### src/rtl/seq_detect_param.sv
// rtl/seq_detect_param.sv - parametrised serial pattern detector with saturating match counter
module seq_detect_param #(
    parameter int                PAT_W   = 4,
    parameter logic [PAT_W-1:0]  PATTERN = 4'b1101,
    parameter int                CNT_W   = 8
) (
    input  logic             clock,
    input  logic             rst,
    input  logic             en,
    input  logic             d_in,
    input  logic             overlap,
    input  logic             clear,
    output logic             found,
    output logic [CNT_W-1:0] match_count,
    output logic             sat
);

    // fill counts sampled bits up to PAT_W; it gates matching so that the
    // all-zero history after reset never looks like an all-zero pattern.
    localparam int                FILL_W    = $clog2(PAT_W + 1);
    localparam logic [FILL_W-1:0] FILL_FULL = FILL_W'(PAT_W);

    logic [PAT_W-1:0]  hist;
    logic [FILL_W-1:0] fill;

    logic [PAT_W-1:0]  hist_nxt;
    logic [FILL_W-1:0] fill_nxt;
    logic              found_nxt;
    logic [CNT_W-1:0]  count_nxt;
    logic              sat_nxt;

    logic [PAT_W-1:0]  shifted;
    logic [FILL_W-1:0] fill_step;
    logic              hit;
    logic              count_full;

    // Candidate history/fill after consuming d_in, and the match decision on them.
    always_comb begin
        shifted    = {hist[PAT_W-2:0], d_in};
        fill_step  = (fill == FILL_FULL) ? FILL_FULL : fill + FILL_W'(1);
        hit        = en && !clear && (shifted == PATTERN) && (fill_step == FILL_FULL);
        count_full = &match_count;
    end

    // Next-state selection: clear beats en; en=0 holds everything but drops found.
    always_comb begin
        hist_nxt  = hist;
        fill_nxt  = fill;
        found_nxt = 1'b0;
        count_nxt = match_count;
        sat_nxt   = sat;
        if (clear) begin
            hist_nxt  = '0;
            fill_nxt  = '0;
            count_nxt = '0;
            sat_nxt   = 1'b0;
        end else if (en) begin
            hist_nxt = shifted;
            if (hit) begin
                found_nxt = 1'b1;
                // Overlap keeps the window full so the tail can seed the next
                // match; non-overlap demands PAT_W fresh bits.
                fill_nxt  = overlap ? FILL_FULL : '0;
                if (count_full) begin
                    sat_nxt = 1'b1;
                end else begin
                    count_nxt = match_count + CNT_W'(1);
                end
            end else begin
                fill_nxt = fill_step;
            end
        end
    end

    // State and output registers, forced to zero immediately by rst.
    always_ff @(posedge clock or posedge rst) begin
        if (rst) begin
            hist        <= '0;
            fill        <= '0;
            found       <= 1'b0;
            match_count <= '0;
            sat         <= 1'b0;
        end else begin
            hist        <= hist_nxt;
            fill        <= fill_nxt;
            found       <= found_nxt;
            match_count <= count_nxt;
            sat         <= sat_nxt;
        end
    end

endmodule

### config.mk
export PLATFORM = sky130hd
export DESIGN_NAME = seq_detect_param
export DESIGN_NICKNAME = d
export VERILOG_FILES = /design/src/rtl/seq_detect_param.sv
export SDC_FILE = /design/constraint.sdc
export NUM_CORES = 1
export LEC_CHECK = 0
export ABC_AREA = 1
export BUFFER_PORTS_ARGS = -buffer_cell sky130_fd_sc_hd__clkbuf_2
export CAP_MARGIN = 25
export CORE_UTILIZATION = 50
export DETAILED_ROUTE_END_ITERATION = 16
export PLACE_DENSITY_LB_ADDON = 0.25
export SKIP_CTS_REPAIR_TIMING = 1
export SYNTH_ARGS = -nofsm -noshare
export SYNTH_HDL_FRONTEND = slang
export SYNTH_SLANG_ARGS = --single-unit
### constraint.sdc
create_clock -name clock -period 2.07 [get_ports clock]
set_input_delay 0.414 -clock clock [delete_from_list [all_inputs] [get_ports clock]]
set_output_delay 0.414 -clock clock [all_outputs]
set_load 0.05 [all_outputs]
==> impl_metrics.toml <==
[run_status]
outcome = "finished, final reports clean"

[pwr]
p_leak_nw = 0.615
p_per_area_mw_per_mm2 = 492
ir_drop_mv = 0.412

[synthesis]
yosys.area_share.simple_pct = 35.6
syn_nets = 133
ys_seq_area_share_pct = 41.6
postSynthAreaPerCell_um2 = 7.76
synth_cell_types = 22
synth_compound_area_share_pct = 5.20
synth-seq-cells = 16
synth_adder_area_share_pct = 3.90
yosysWarnings = 0
synth_mux_area_share_pct = 0
syn_area_um2 = 962
synth_top_family_by_area = "simple AND/OR/NAND/NOR gates"
syn-instance-count = 124
synth_xor_area_share_pct = 3.64

[finish]
postLayoutCellArea_mm2 = 0.00108
multiInputGateArea_um2 = 465
antenna_cells = 0
final_cells = 166
area_growth_pct = 12.6
nNetsFinal = 152
fillCellCount = 176
drive_gt1_share_pct = 22.7
regArea_um2 = 400

[routing]
routedWlPerCell_um = 10.2
wl_um = 1690
drt-vias-per-instance = 4.64
firstDrtPassIters = 4
dr_total_vias = 770
drtIter0Drc = 14
ant_nets = 0
route.detailed.drc = 0

[cts]
clock_sinks = 16
cts_root_buf = "clkbuf_4"
htree_levels = 1
numCtsBuffers = 3
cts_tree = "yes"
clk_latency_ns = 0.28
path_clk_slew_ns = 0.09
cts_buffer_depth = 2

[timing]
fmax_mhz = 632
tns_ns = 0
fin_crit_sh_pct = 76.4
finalHoldViolations = 0
drv_slew = 0
grt_setup_unrepaired = "no"
setup_viol = 0
fin_crit_ns = 1.58
whs_ns = 0.165
worst_pin_slew_ns = 0.607
finClkSkew_ns = 0.00329
slew_headroom_pct = 59.5

[critical_path]
cp_slowest_cell = "dfrtp_1"
worstReg2RegStart = "fill[0]"
worstPathCellList = "inv_1 > ha_1 > nor2_1 > nand2_1 > nor2_4 > nand4_4 > nor2_1 > nor2_2"
crit_fanout = 9
worst_ep_arrival_time_ns = 1.77
crit_start = "fill[0]"
critPathKind = "reg -> reg"
critPathTopFamily = "simple AND/OR/NAND/NOR gates"
crit_top_cell = "nor2_1"
worstSetupEndpointType = "flop"
critical_path_required_ns = 2.26
path_buf_inv = 1
start_kind = "flop"
r2r_slack_ns = 0.49
max_stage_delay_ns = 0.39

[grt]
grt_pass1_wl_um = 2950
overflow = 0
antenna_found_initial = 0
use_met1_pct = 28.0
gr-max-usage-layer = "met1"
grt_pass1_vias = 691
grt_max_degree = 17
track_usage_pct = 20.0
grt_util_met3_pct = 3.57
met2_usage_pct = 27.9

[floorplanning]
fp.dieW_um = 45.9
core_area_mm2 = 0.00176
initial_core_util_pct = 54.5
fp.dieArea_mm2 = 0.00210
die_h_um = 45.9
rows = 15
io_pins = 16

[placed_design]
gp_congestion = 0.809
port_buffers = 15
hpwlAfterDp_um = 1300
dp_cells = 163
placed_area_mm2 = 0.00106

[flow_run]
cap_violations = 0

[worst_hold_path]
min_path_type = "in -> async"
-- report_power, final --
group,switching (mW),leakage (nW),internal [mW]
logic,0.0344,0.380,0.0147
registers,0.00382,0.221,0.318
clock network,0.0946,0.0138,0.0676
-- state kept, by name, indices dropped and copies added (netlist names) --
signal	cells
hist	3
found	1
sat	1
match_count	8
fill	3
-- synth_stat cells, drive strengths merged --
cell / number / share of area, %
nand3: 11 / 7.3
xnor2: 1 / 0.91
o22ai: 2 / 1.3
nand3b: 1 / 0.78
inv: 23 / 9.2
nand2: 38 / 16
dfrtp: 16 / 42
o21bai: 1 / 0.78
a21oi: 1 / 0.52
nor2: 13 / 7.2
o21ai: 5 / 2.6
clkbuf: 1 / 0.78
ha: 3 / 3.9
nand4: 5 / 4.8
xor2: 3 / 2.7
-- final cells by class --
cell class              count  area share (%)
multi-input cells          84            43.0
flip-flops and latches     16            37.0
well taps                  25            2.89
inverters                  23            8.20
clock buffers               3            2.08
repair buffers             15            6.93
-- through the flow --
step / power, mW / worst slack [ns] / utilization [%]
after detailed placement: 0.378 / 0.488 / 60.1
after CTS: 0.541 / 0.481 / 61.4
after global routing: 0.566 / 0.323 / 61.4
after global placement: 0.377 / 0.531 / 60.1
final: 0.533 / 0.488 / 61.4
after floorplan: 0.364 / 0.432 / -
-- layout by cell type (no fill, tap or decap), drive strengths merged --
| master | Yosys | routed |
|---|---|---|
| o21ai | 5 | 5 |
| xor2 | 3 | 3 |
| ha | 3 | 3 |
| dfrtp | 16 | 16 |
| a21oi | 1 | 1 |
| nand4 | 5 | 5 |
| nand3b | 1 | 1 |
| nand2 | 38 | 38 |
| xnor2 | 1 | 1 |
| nor2 | 13 | 13 |
| clkbuf | 1 | 18 |
| inv | 23 | 23 |
| o22ai | 2 | 2 |
| o21bai | 1 | 1 |
| nand3 | 11 | 11 |
-- cell families (layout without fill, tap and decap cells) --
logic type | count (synthesis) | after routing
AO/OA/AOI/OAI | 9 | 9
XOR/XNOR | 4 | 4
adder cells (fa/ha/maj) | 3 | 3
buffers and inverters | 24 | 41
flip-flops | 16 | 16
AND/OR/NAND/NOR | 68 | 68
-- worst register-to-register path, stage by stage (launching register included) --
cell,delay (ns)
dfrtp_1,0.39
inv_1,0.12
ha_1,0.27
nor2_1,0.11
nand2_1,0.09
nor2_4,0.12
nand4_4,0.17
nor2_1,0.18
nor2_2,0.04
-- final timing paths --
path / end / depth (start not counted)
setup reg to reg: match_count[7] / 8
min in group clock: fill[2] / 3
hold / removal: match_count[7] / 2
setup / recovery: match_count[7] / 8
max in group asynchronous: fill[0] / 2
hold reg to reg: sat / 2
-- routing by layer --
layer / up-vias / share of wire [%]
met2: 13 / 43
met4: 0 / 1.5
met5: - / 0
met3: 4 / 3.5
met1: 331 / 52
li1: 422 / -
No activity file was read; power rests on OpenSTA's default activity.
